===== src/rtl/multicycle_sequencer.sv =====
// Multicycle instruction sequencer for an RV32I-style datapath.
// It walks each instruction through FETCH/DECODE/EXECUTE/MEMORY/WRITEBACK,
// gives each memory request a fixed number of cycles to complete, and stops
// in HALT on an illegal opcode or a bus timeout.
module multicycle_sequencer #(
    parameter int TIMEOUT     = 16,
    parameter int COUNT_WIDTH = 32
) (
    input  logic                   clk,
    input  logic                   reset,
    input  logic [6:0]             opcode,
    input  logic                   imemReady,
    input  logic                   dmemReady,
    output logic                   imemRequest,
    output logic                   irWrite,
    output logic                   dmemRequest,
    output logic                   readMemory,
    output logic                   writeMemory,
    output logic                   writeRegister,
    output logic                   pcUpdate,
    output logic [2:0]             state,
    output logic                   halted,
    output logic                   busError,
    output logic [COUNT_WIDTH-1:0] instretCount
);

    typedef enum logic [2:0] {
        S_FETCH     = 3'd0,
        S_DECODE    = 3'd1,
        S_EXECUTE   = 3'd2,
        S_MEMORY    = 3'd3,
        S_WRITEBACK = 3'd4,
        S_HALT      = 3'd5
    } state_e;

    localparam logic [6:0] OP_ALU    = 7'b0110011;
    localparam logic [6:0] OP_ALUI   = 7'b0010011;
    localparam logic [6:0] OP_LOAD   = 7'b0000011;
    localparam logic [6:0] OP_STORE  = 7'b0100011;
    localparam logic [6:0] OP_BRANCH = 7'b1100011;
    localparam logic [6:0] OP_JAL    = 7'b1101111;
    localparam logic [6:0] OP_JALR   = 7'b1100111;
    localparam logic [6:0] OP_LUI    = 7'b0110111;
    localparam logic [6:0] OP_AUIPC  = 7'b0010111;

    // The wait counter only has to reach TIMEOUT-1; at that value the
    // sequencer either proceeds or halts, so it never counts further.
    localparam int              WAIT_W     = (TIMEOUT > 1) ? $clog2(TIMEOUT) : 1;
    localparam logic [WAIT_W-1:0] WAIT_LIMIT = WAIT_W'(TIMEOUT - 1);

    state_e                   state_q, state_d;
    logic [6:0]               opcode_q, opcode_d;
    logic [WAIT_W-1:0]        wait_q, wait_d;
    logic                     bus_err_q, bus_err_d;
    logic [COUNT_WIDTH-1:0]   count_q;

    logic imem_req, ir_wr, dmem_req, rd_mem, wr_mem, wr_reg, pc_upd, retire;
    logic is_load, is_store;

    function automatic logic is_legal(input logic [6:0] op);
        case (op)
            OP_ALU, OP_ALUI, OP_LOAD, OP_STORE, OP_BRANCH,
            OP_JAL, OP_JALR, OP_LUI, OP_AUIPC: is_legal = 1'b1;
            default:                           is_legal = 1'b0;
        endcase
    endfunction

    assign is_load  = (opcode_q == OP_LOAD);
    assign is_store = (opcode_q == OP_STORE);

    // Next-state, wait-counter and enable decode for the current state.
    always_comb begin
        // NOTE: every signal written here gets a default first so no path
        // leaves it unassigned, which would otherwise infer a latch.
        state_d   = state_q;
        opcode_d  = opcode_q;
        wait_d    = wait_q;
        bus_err_d = bus_err_q;
        imem_req  = 1'b0;
        ir_wr     = 1'b0;
        dmem_req  = 1'b0;
        rd_mem    = 1'b0;
        wr_mem    = 1'b0;
        wr_reg    = 1'b0;
        pc_upd    = 1'b0;
        retire    = 1'b0;

        case (state_q)
            S_FETCH: begin
                imem_req = 1'b1;
                if (imemReady) begin
                    ir_wr   = 1'b1;
                    state_d = S_DECODE;
                end else if (wait_q == WAIT_LIMIT) begin
                    state_d   = S_HALT;
                    bus_err_d = 1'b1;
                end else begin
                    wait_d = wait_q + WAIT_W'(1);
                end
            end
            S_DECODE: begin
                // The decision uses the live opcode; later states see only the latched copy.
                opcode_d = opcode;
                state_d  = is_legal(opcode) ? S_EXECUTE : S_HALT;
            end
            S_EXECUTE: begin
                if (is_load || is_store) begin
                    state_d = S_MEMORY;
                    wait_d  = '0;
                end else if (opcode_q == OP_BRANCH) begin
                    pc_upd  = 1'b1;
                    retire  = 1'b1;
                    state_d = S_FETCH;
                    wait_d  = '0;
                end else begin
                    state_d = S_WRITEBACK;
                end
            end
            S_MEMORY: begin
                dmem_req = 1'b1;
                rd_mem   = is_load;
                wr_mem   = is_store;
                if (dmemReady) begin
                    if (is_load) begin
                        state_d = S_WRITEBACK;
                    end else begin
                        pc_upd  = 1'b1;
                        retire  = 1'b1;
                        state_d = S_FETCH;
                        wait_d  = '0;
                    end
                end else if (wait_q == WAIT_LIMIT) begin
                    state_d   = S_HALT;
                    bus_err_d = 1'b1;
                end else begin
                    wait_d = wait_q + WAIT_W'(1);
                end
            end
            S_WRITEBACK: begin
                wr_reg  = 1'b1;
                pc_upd  = 1'b1;
                retire  = 1'b1;
                state_d = S_FETCH;
                wait_d  = '0;
            end
            S_HALT:  state_d = S_HALT;
            default: state_d = S_HALT;
        endcase
    end

    // State, latched opcode, wait counter, error flag and retire counter.
    always_ff @(posedge clk or negedge reset) begin
        if (!reset) begin
            state_q   <= S_FETCH;
            opcode_q  <= '0;
            wait_q    <= '0;
            bus_err_q <= 1'b0;
            count_q   <= '0;
        end else begin
            // NOTE: non-blocking assignments make every register here update
            // from values sampled before the edge, independent of statement order.
            state_q   <= state_d;
            opcode_q  <= opcode_d;
            wait_q    <= wait_d;
            bus_err_q <= bus_err_d;
            if (retire) count_q <= count_q + COUNT_WIDTH'(1);
        end
    end

    // Reset forces the enables low combinationally so they drop the moment
    // reset asserts, not on the following edge.
    assign imemRequest   = reset & imem_req;
    assign irWrite       = reset & ir_wr;
    assign dmemRequest   = reset & dmem_req;
    assign readMemory    = reset & rd_mem;
    assign writeMemory   = reset & wr_mem;
    assign writeRegister = reset & wr_reg;
    assign pcUpdate      = reset & pc_upd;

    assign state        = state_q;
    assign halted       = (state_q == S_HALT);
    assign busError     = bus_err_q;
    assign instretCount = count_q;

endmodule


===== config.mk =====
export PLATFORM = sky130hd
export DESIGN_NAME = multicycle_sequencer
export DESIGN_NICKNAME = d
export VERILOG_FILES = /design/src/rtl/multicycle_sequencer.sv
export SDC_FILE = /design/constraint.sdc
export NUM_CORES = 1
export LEC_CHECK = 0
export BUFFER_PORTS_ARGS = -buffer_cell sky130_fd_sc_hd__buf_2
export CORE_AREA = 5 5 91 93
export DETAILED_ROUTE_END_ITERATION = 10
export DIE_AREA = 0 0 96 98
export HOLD_SLACK_MARGIN = 0.03
export PLACE_DENSITY_LB_ADDON = 0.1
export RECOVER_POWER = 50
export SLEW_MARGIN = 20
export SYNTH_ARGS = -nofsm -noshare
export SYNTH_HDL_FRONTEND = slang
export SYNTH_SLANG_ARGS = --single-unit

===== constraint.sdc =====
create_clock -name clk -period 4.5 [get_ports clk]
set_clock_uncertainty 0.05 [all_clocks]
set_input_delay 0 -clock clk [delete_from_list [all_inputs] [get_ports clk]]
set_output_delay 0 -clock clk [all_outputs]
set_load 0.01 [all_outputs]

==> results of run 1 <==
==> report_power, final <==
| part | internal, uW | leakage (uW) | switching [uW] |
|---|---|---|---|
| registers | 425 | 0.000629 | 3.50 |
| logic | 13.7 | 0.000594 | 17.6 |
| clock network | 109 | 0.0000422 | 137 |
| total | 548 | 0.00126 | 158 |
==> per-stage QoR <==
step	setup slack [ns]	hold slack, ns	cells	area, sq um
2_1_floorplan	2.74	-0.346	237	2530
3_3_place_gp	2.12	-0.0956	383	2860
3_5_place_dp	2.08	-0.0985	383	2860
4_1_cts	1.87	0.113	401	3040
5_1_grt	0.834	0.216	401	2990
6_report	1.42	0.190	401	2990
==> cell families after synthesis <==
kind of cell | Yosys count
buf+inv | 15
simple gates | 110
flops | 47
compound gates | 26
fa+ha+maj | 2
mux | 6
xor+xnor | 31
==> sequential cells by signal (all words and copies together), names as in the netlist <==
name,flops
busError,1
wait_q,4
instretCount,32
opcode_q,7
state,3
==> worst min-delay path by stage <==
stage                    from                            to  slack, ns  cells after the start
finish              dmemReady         wait_q[2]$_DFFE_PN0P_       0.19                      5
global route        dmemReady         wait_q[2]$_DFFE_PN0P_       0.22                      5
CTS                     reset  instretCount[29]$_DFFE_PN0P_       0.11                      2
detailed placement      reset            state[1]$_DFF_PN0_       -0.1                      1
global placement        reset            state[1]$_DFF_PN0_       -0.1                      1
floorplan               reset          busError$_DFFE_PN0P_      -0.35                      0
==> area by class of cell <==
type                       instances  area (sq um)
fill                             783          4450
multi-input combinational        175          1260
sequential                        47          1180
timing repair buffer              65           332
tap                              102           128
clock buffer                       7          76.3
inverter                           4          15.0
clock inverter                     1          5.00
==> cell usage in the layout, fill, tap and decap left out, types with 2 or more instances in the layout <==
master / count
nor4_1: 2
nor3_1: 3
a41o_1: 2
nor2_1: 11
dlygate4sd3_1: 10
clkbuf_8: 5
a21oi_1: 6
dfrtp_1: 47
nand4_1: 24
nand3_1: 10
inv_1: 4
a22o_1: 2
nor3b_1: 3
and4_1: 2
and2_1: 7
mux2_2: 6
ha_1: 2
nand2b_1: 4
buf_2: 20
nand2_1: 18
o21ai_0: 8
clkbuf_1: 37
nor4bb_1: 2
nand3b_1: 2
and3_1: 8
xnor2_1: 30
==> routing by layer <==
metal	vias up	routed length, um
met5	-	0
met4	0	65
met3	5	251
met2	42	2620
met1	933	2790
li1	989	-
==> timing repair <==
item                                   CTS  global route
endpoints found under the hold margin   21             0
hold buffers                            10             0
setup endpoints to repair                0             0
==> worst min-delay path, cell delays in order <==
cell and delay (ns):
buf_2 0.11, nand2b_1 0.12, a22oi_1 0.11, o21ai_0 0.09, a21oi_1 0.06
==> results.md, run 1 <==
* Final WL at 5.72 mm
* Pwr Total at 706 uW
* Failing checks: capacitance limit, slew limit
* Count of final setup violators at 0
* Met3 usage at 0.0262
* Primary flip-flop cell chosen by synthesis mapping: dfrtp_1
* Highest Clock Rate at 325 MHz
* Port buffer count at 54
* Setup_tns at 0 ns
* GP Congestion at 0.754
* PwrDens at 236 nW/um^2
* Flops & latches, synth at 47
* CP bufs+invs at 4
* CP most frequent cell: clkbuf_1
* Util after Layout at 0.402
* Simple-gate area share of the yosys netlist at 0.279
* Die Ht at 98 um
* Largest net degree at the start of global routing at 36
* Worst Reg-to-Reg Cells at 4
* Largest family of logic cells by synthesized area: simple AND/OR/NAND/NOR gates
* Via count at 1,969
* Asr flop ratio synth at 1.00
* Max-cap violation count at 1
* Clk sinks at 47
* Initial antenna violation count at 0
* Max incr delay on CP at 1.39 ns
* CP required at 4.45 ns
* End of the critical path: pcUpdate
* Crit path max-delay family: buffers and inverters
* WP depth at 5
* Worst-Skew Late Latency at 0.29 ns
* Clock transition at path regs at 0.08 ns
* Worst min-delay path class: in2reg
* Max transition margin at -0.223
* Vias in the first global route at 1,955
* Synth top area share at 0.465
* Clock root buffer: clkbuf_8
* Area of the die at 9410 sq um
* Gr usage total at 0.127
* Synth area leader: dfrtp_1
* Critical Path Start Type: input pin
* CTS H-Tree Depth at 2
* Minimum clock period at 3.08 ns
* Status: finished, violations left
* Final hold vios at 0
* TritonCTS clock tree: done
* IO Count at 55
* Setup Fix Bufs, Post-CTS at 0
* HPWL after DPL at 4.12 mm
* Area delta synth->final at 18.4%
* Die width at 96 um
* CTS buffer count at 5
* CP endpoint kind: primary output
* CTS Buffer Depth at 2
* Synth cell types at 49
* Number of synthesized flops with an enable pin at 0
* Met1 Use GR at 0.179
* R2R setup slack at 2.06 ns
* DR WL/cell at 14.3 um
* Post-synthesis sequential area ratio at 0.465
* Crit path from: reset
* Fin nets at 311
* Top-count cell post-synth: dfrtp_1
* Synth Area in XOR/XNOR at 0.107
* Ys Warns at 0
* RR Endpoint: instretCount[1]$_DFFE_PN0P_
* Gate Count Post-Synth at 237
* CP cell instances: dlygate4sd3_1 -> clkbuf_1 -> clkbuf_1 -> and2_1 -> buf_2
* Gr busiest metal: met2
* Post-synthesis mux area share at 0.0267
* First-pass GRT wire length at 9.60 mm
* Mean Syn Cell Area at 10.7 sq um
* First-pass DRT Iterations at 4
* Worst-Margin Slew at 1.83 ns
* Max Slew Vio Count at 36
* Unrepaired setup endpoints after global routing: false
* Post-synthesis compound-gate area fraction at 0.0767
* Post-CTS sizing at 0
* Tcrit/Tclk final at 0.684
* Max rail drop VDD at 0.103 mV
* Critical Path AT at 3.03 ns
* Post-synth net total at 250
* Number of diodes at 0
* Pleak at 0.00126 uW
* Top cells by count, synth: dfrtp_1, xnor2_1, nand4_1
* Adder-Cell Fraction of Synth Area at 0.00990
* Share of cells above drive strength 1 at 0.144
* DRT iter0 DRCs at 56
* Met2 global-route usage at 0.197
* Rows at 32
* Setup CP Type: in2out
* DRC violation count after routing at 0
* Synth top area cells: dfrtp_1, xnor2_1, nand4_1, nand2_1, mux2_2
* Maximum fanout along the worst path at 35
* Via-to-Cell Ratio at 4.91
* Core area at 7450 sq um
* Initial Util at 0.340
* ANT nets after route at 0
* Critical path's slowest cell: clkbuf_1
* Mapped Area at 2530 sq um
* Reg-to-Reg Start: state[1]$_DFF_PN0_
* Grt total ovfl at 0
No activity file was read; power rests on OpenSTA's default activity.
==> inputs of run 2 (changes only) <==
Settings changed: ABC_AREA from default to 1, CORE_AREA 5 5 91 93 to 5 5 102 104, DIE_AREA 0 0 96 98 to 0 0 107 109.
Clock period 4.5 ns to 2.87 ns, I/O delays scaled along.
==> run 2 against run 1 <==
Net effect: the flow now finishes without violations; non-clock buffer count decreased by 2; final area increased by 24%; combinational power increased by 25%; global-route usage increased by 3.2 points; wire length increased by 56%; first-iteration DRC count increased by 89%; largest cell class unchanged; sequential share of layout area decreased by 7.7 points; critical path depth increased by 2; via count increased by 62%; worst setup slack got worse by 0.55 ns.
==> results.md, run 2 <==
* Setup Fix Bufs, Post-CTS at 0 (unchanged)
* Share of cells above drive strength 1 at 0.0952 (-0.0487)
* Area of the die at 11,700 sq um (+24%)
* Max-cap violation count at 0 (-1)
* Worst min-delay path class: in2reg
* Tcrit/Tclk final at 0.696
* Vias in the first global route at 3,087 (+58%)
* Die Ht at 109 um (+11%)
* Clock root buffer: clkbuf_8
* Worst-Skew Late Latency at 0.30 ns (about the same)
* First-pass DRT Iterations at 4 (unchanged)
* Setup_tns at 0 ns (unchanged)
* Gate Count Post-Synth at 495 (+110%)
* PwrDens at 328 nW/um^2 (+39%)
* Reg-to-Reg Start: state[2]$_DFF_PN0_
* FILL cells at 1,050 (+34%)
* Pwr Total at 1220 uW (+73%)
* Primary flip-flop cell chosen by synthesis mapping: dfrtp_1
* Crit path from: state[2]$_DFF_PN0_
* Number of synthesized flops with an enable pin at 0 (unchanged)
* Max Slew Vio Count at 0 (-100%)
* Final hold vios at 0 (unchanged)
* Setup CP Type: reg2reg
* Place WS at 0.874 ns (-1.20 ns)
* Clock transition at path regs at 0.09 ns (about the same)
* Most frequent cells in the layout: nand2_1, nor2_1, inv_1
* GP Congestion at 0.965 (+28%)
* Flops & latches, synth at 47 (unchanged)
* Dpl cell area at 3560 sq um (+24%)
* Gr usage total at 0.160 (+0.0322)
* Critical path's slowest cell: dfrtp_1
* Pleak at 0.00178 uW (+40%)
* Worst-Margin Slew at 1.20 ns (-0.633 ns)
* DR WL/cell at 13.3 um (-6.9%)
* Grt total ovfl at 0 (unchanged)
* Worst hold slack at 0.0345 ns (-0.156 ns)
* Top cells by count, synth: nand2_1, nor2_1, inv_1
* Post-synthesis sequential area ratio at 0.367 (-0.0982)
* Via count at 3,195 (+62%)
* Post-synth net total at 508 (+100%)
* Count of final setup violators at 0 (unchanged)
* Rows at 36 (+13%)
* Synth area leader: dfrtp_1
* Die width at 107 um (+11%)
* Post-CTS sizing at 0 (unchanged)
* Ys Warns at 0 (unchanged)
* DRC violation count after routing at 0 (unchanged)
* Synth cell types at 26 (-47%)
* Port buffer count at 54 (unchanged)
* Minimum clock period at 2.00 ns
* Area delta synth->final at 16.2%
* Max reg flops at 32 (unchanged)
* IO Count at 55 (unchanged)
* Clk sinks at 47 (unchanged)
* Synth top area share at 0.367 (-0.0982)
* Mean Syn Cell Area at 6.48 sq um (-39%)
* Final WL at 8.91 mm (+56%)
* CTS buffer count at 5 (unchanged)
* DRT iter0 DRCs at 106 (+89%)
* Initial Util at 0.339 (-0.000661)
* CTS Buffer Depth at 2 (unchanged)
* Unrepaired setup endpoints after global routing: false
* CP endpoint kind: flop
* Core area at 9460 sq um (+27%)
* CP cell instances: inv_2 -> nand2_4 -> nor2_4 -> nand3_4 -> nand3_4 -> o21ai_0 -> o21ai_0
* Design area at 3720 sq um (+24%)
* CTS H-Tree Depth at 2 (unchanged)
* R2R setup slack at 0.87 ns (-1.19 ns)
* Max rail drop VDD at 0.159 mV (+53%)
* Commonest non-fill, non-tap cell in the layout: nand2_1
* Mapped Area at 3210 sq um (+27%)
* Status: completed
* Highest Clock Rate at 501 MHz
* CP required at 3.04 ns (-1.41 ns)
* Asr flop ratio synth at 1.00 (unchanged)
* Top-count cell post-synth: nand2_1
* Worst Reg-to-Reg Cells at 7 (+3)
* Fin nets at 569 (+83%)
* Maximum fanout along the worst path at 49 (+40%)
* Synth top area cells: dfrtp_1, nand2_1, nor2_1, inv_1, nand3_1
* Initial antenna violation count at 0 (unchanged)
* End of the critical path: instretCount[8]$_DFFE_PN0P_
* HPWL after DPL at 6.77 mm (+64%)
* Setup ws final at 0.873 ns (-0.550 ns)
* Critical Path Start Type: flop
* Via-to-Cell Ratio at 4.76 (-3.0%)
* Hold buffers post-CTS at 8 (-2)
* TritonCTS clock tree: done
* Number of diodes at 0 (unchanged)
* Critical Path AT at 2.16 ns (-0.87 ns)
* Max transition margin at 0.199 (+0.422)
* First-pass GRT wire length at 15.0 mm (+56%)
* Largest net degree at the start of global routing at 50 (+39%)
* Max incr delay on CP at 0.48 ns (-0.91 ns)
* ANT nets after route at 0 (unchanged)
* RR Endpoint: instretCount[8]$_DFFE_PN0P_
run 2: cell types whose count changed after synthesis, sizes merged, moves of 5 or more:
cell    change
and3        -9
nand3b     +11
inv        +50
xor2        +8
nand2     +191
xnor2      -30
nor2       +67
nand3      +18
nor3b       -5
nand4       -7
o21ai      +12
and2        -7
mux2        -6
run 2: worst min path at each step:
stage                    from                            to  slack [ns]  depth (start not counted)
floorplan               reset          busError$_DFFE_PN0P_       -0.35                          0
global placement        reset  instretCount[31]$_DFFE_PN0P_        0.15                          2
detailed placement      reset   instretCount[9]$_DFFE_PN0P_        0.15                          2
CTS                 dmemReady            state[1]$_DFF_PN0_        0.03                          4
global route        dmemReady            state[1]$_DFF_PN0_        0.09                          4
finish              dmemReady            state[1]$_DFF_PN0_        0.03                          4
run 2: report_power, final:
part           total (uW)  internal, uW  switching, uW
clock                 520           282            237
sequential            662           662              0
combinational        39.2          14.3           24.9
total                1220           958            262
run 2: routing by layer:
metal,global-route usage,routed length (um),part of all wire,vias up
li1,-,-,-,1670
met1,0.198,4060,0.46,1455
met2,0.285,4350,0.49,62
met3,0.0296,398,0.045,8
met4,0.0429,102,0.011,0
met5,0,0,0,-
run 2: kinds of logic after synthesis:
group / share of synthesized area
flip-flops: 0.367
AO/OA/AOI/OAI: 0.0363
XOR/XNOR: 0.0246
AND/OR/NAND/NOR: 0.480
buffers and inverters: 0.0847
adder cells (fa/ha/maj): 0.00781
run 2: critical path: cells and delay by family, from the launching register on:
kind                   cells  cell delay [ns]
AO/OA/AOI/OAI              2             0.25
AND/OR/NAND/NOR            4             0.93
buffers and inverters      1             0.19
flip-flops                 1             0.48
run 2: final cells by class:
type | count | area, sq um | area share
Multi-Input combinational cell | 385 | 1760 | 0.472
Sequential cell | 47 | 1180 | 0.316
Timing Repair Buffer | 63 | 327 | 0.0877
Inverter | 54 | 203 | 0.0544
Tap cell | 114 | 143 | 0.0383
Clock buffer | 6 | 82.6 | 0.0222
Clock inverter | 2 | 35.0 | 0.00941
run 2: per-stage QoR:
| stage | std cells | utilization |
|---|---|---|
| after floorplan | 495 | - |
| after global placement | 655 | 0.376 |
| after detailed placement | 655 | 0.376 |
| after CTS | 671 | 0.397 |
| after global routing | 671 | 0.394 |
| final | 671 | 0.394 |
==> inputs of run 3 (changes only) <==
Clock period 2.87 ns to 1.75 ns, I/O delays scaled along.
==> run 3 against run 2 <==
Net effect: clock power increased by 45%; total power increased by 56%; register-to-register slack got worse by 0.69 ns; critical path type is now reg2out; final area increased by 8.5%; combinational power increased by 72%; die area unchanged.
==> results.md, run 3 (synthesized netlist as in run 2, its figures left out) <==
* Status: completed
* TritonCTS clock tree: done
* Worst-Skew Late Latency at 0.31 ns (about the same)
* HPWL after DPL at 7.04 mm (+4.0%)
* Setup CP Type: reg2out
* Met1 Use GR at 0.221 (+0.0232)
* Core area at 9460 sq um (unchanged)
* Design area at 4040 sq um (+8.5%)
* Grt total ovfl at 0 (unchanged)
* Largest net degree at the start of global routing at 48 (-4.0%)
* Die width at 107 um (unchanged)
* Gr usage total at 0.170 (+0.0101)
* IO Count at 55 (unchanged)
* Clock transition at path regs at 0.09 ns (about the same)
* Setup_tns at 0 ns (unchanged)
* WP depth at 5 (-2)
* Unrepaired setup endpoints after global routing: false
* CP endpoint kind: primary output
* Area of the die at 11,700 sq um (unchanged)
* Pleak at 0.00192 uW (+8.1%)
* Gate power share at 0.035 (+0.003)
* WHS Path Cells at 4 (unchanged)
* ANT nets after route at 0 (unchanged)
* Final non-filler cell total at 699 (+4.2%)
* Via count at 3,314 (+3.7%)
* Pint at 1470 uW (+54%)
* Switching power at 433 uW (+65%)
* Clock network fraction of design power at 0.395 (-0.031)
* Worst min-delay path class: in2reg
* Met2 global-route usage at 0.295 (+0.0103)
* Post-Place Cells at 674 (+2.9%)
* Critical Path AT at 1.59 ns (-0.57 ns)
* Initial antenna violation count at 0 (unchanged)
* Maximum fanout along the worst path at 16 (-67%)
* Gr busiest metal: met2
* First-pass DRT Iterations at 4 (unchanged)
* Max reg flops at 32 (unchanged)
* Util after Layout at 0.427 (+0.0336)
* Max Slew Vio Count at 0 (unchanged)
* Minimum clock period at 1.64 ns
* Area delta synth->final at 26.1%
* Initial Util at 0.339 (unchanged)
* Worst-Margin Slew at 1.09 ns (-0.106 ns)
* Die Ht at 109 um (unchanged)
* CP required at 1.70 ns (-1.34 ns)
* Rows at 36 (unchanged)
* Max rail drop VDD at 0.259 mV (+63%)
* Sequential group share of total power at 0.570 (+0.028)
* Critical Path Start Type: flop
* Tcrit/Tclk final at 0.939
* Crit path max-delay family: flip-flops
* CTS buffer count at 5 (unchanged)
* CP cell instances: nor2_4 -> nand2_2 -> buf_4 -> a31oi_4 -> buf_6
* Clock root buffer: clkbuf_8
* CP bufs+invs at 2 (+1)
* Most frequent cells in the layout: nand2_1, nor2_1, inv_1
* Vias in the first global route at 3,200 (+3.7%)
* CTS H-Tree Depth at 2 (unchanged)
* GP Congestion at 0.861 (-11%)
* Via-to-Cell Ratio at 4.74 (-0.43%)
* Commonest non-fill, non-tap cell in the layout: nand2_1
* Critical path's slowest cell: dfrtp_2
* DRC violation count after routing at 0 (unchanged)
* Max-cap violation count at 0 (unchanged)
* Port buffer count at 54 (unchanged)
* Number of diodes at 0 (unchanged)
* Highest Clock Rate at 608 MHz
* Clk sinks at 47 (unchanged)
* DR WL/cell at 13.4 um (+0.60%)
* Dpl cell area at 3720 sq um (+4.7%)
* Met3 usage at 0.0261 (-0.00355)
* Switching share of power at 0.227 (+0.0123)
* Final hold vios at 0 (unchanged)
* Final WL at 9.34 mm (+4.8%)
* CTS Buffer Depth at 2 (unchanged)
* Share of cells above drive strength 1 at 0.164 (+0.0689)
* DRT iter0 DRCs at 112 (+5.7%)
* Count of final setup violators at 0 (unchanged)
* Max incr delay on CP at 0.49 ns (about the same)
* Worst Reg-to-Reg Cells at 9 (+2)
* PwrDens at 471 nW/um^2 (+44%)
* Max transition margin at 0.270 (+0.0710)
* First-pass GRT wire length at 15.8 mm (+5.7%)
* Fin nets at 597 (+4.9%)
run 3: cell count changes in the layout (fill, tap and decap cells not counted), sizes merged:
cell         before  now
bufinv            1    0
buf              31   62
dlygate4sd3       8    9
clkbuf           30   28
clkinv            1    0
run 3: repair_timing:
action / in CTS / in global routing
hold buffers: 9 / 0
hold endpoints to repair: 55 / 0
resized for setup: 4 / 21
buffers inserted: 1 / 7
endpoints found under the setup margin: 1 / 12
pin swaps: 1 / 4
run 3: metal layers:
layer | vias up | wire, um
met2 | 58 | 4470
met1 | 1519 | 4390
met3 | 10 | 352
met5 | - | 0
li1 | 1727 | -
met4 | 0 | 126
run 3: worst min-delay path: stages:
cell	delay, ns
buf_2	0.11
nor2_1	0.11
o21ai_0	0.13
nand2_1	0.08
run 3: final timing paths:
check | startpoint | endpoint | slack [ns]
worst max-delay path | state[1]$_DFF_PN0_ | pcUpdate | 0.11
worst min-delay path | imemReady | busError$_DFFE_PN0P_ | 0.10
worst max register to register | opcode_q[3]$_DFFE_PN0P_ | instretCount[8]$_DFFE_PN0P_ | 0.18
worst min register to register | busError$_DFFE_PN0P_ | busError$_DFFE_PN0P_ | 0.42
max in group asynchronous | reset | state[0]$_DFF_PN0_ | 0.38
min in group asynchronous | reset | instretCount[5]$_DFFE_PN0P_ | 0.51
run 3: layout make-up:
class / instances / area, sq um
inverters: 54 / 205
fillers: 1013 / 5420
well taps: 114 / 143
multi-input cells: 385 / 1820
flip-flops and latches: 47 / 1180
clock buffers: 8 / 100
repair buffers: 91 / 598
run 3: per-stage QoR:
step	hold WS, ns	setup WS, ns	power (uW)
6_report	0.102	0.107	1900
5_1_grt	0.147	0.00159	1990
4_1_cts	0.0942	0.0288	1940
3_5_place_dp	0.158	0.0876	1160
3_3_place_gp	0.166	0.130	1160
2_1_floorplan	-0.346	0.200	1120
run 3: power by group through the flow:
stage	logic (uW)	clock network, uW	registers [uW]
2_1_floorplan	9.77	0	1110
3_3_place_gp	54.6	0	1110
3_5_place_dp	55.4	0	1110
4_1_cts	70.4	782	1090
5_1_grt	79.4	822	1090
6_report	67.6	752	1080
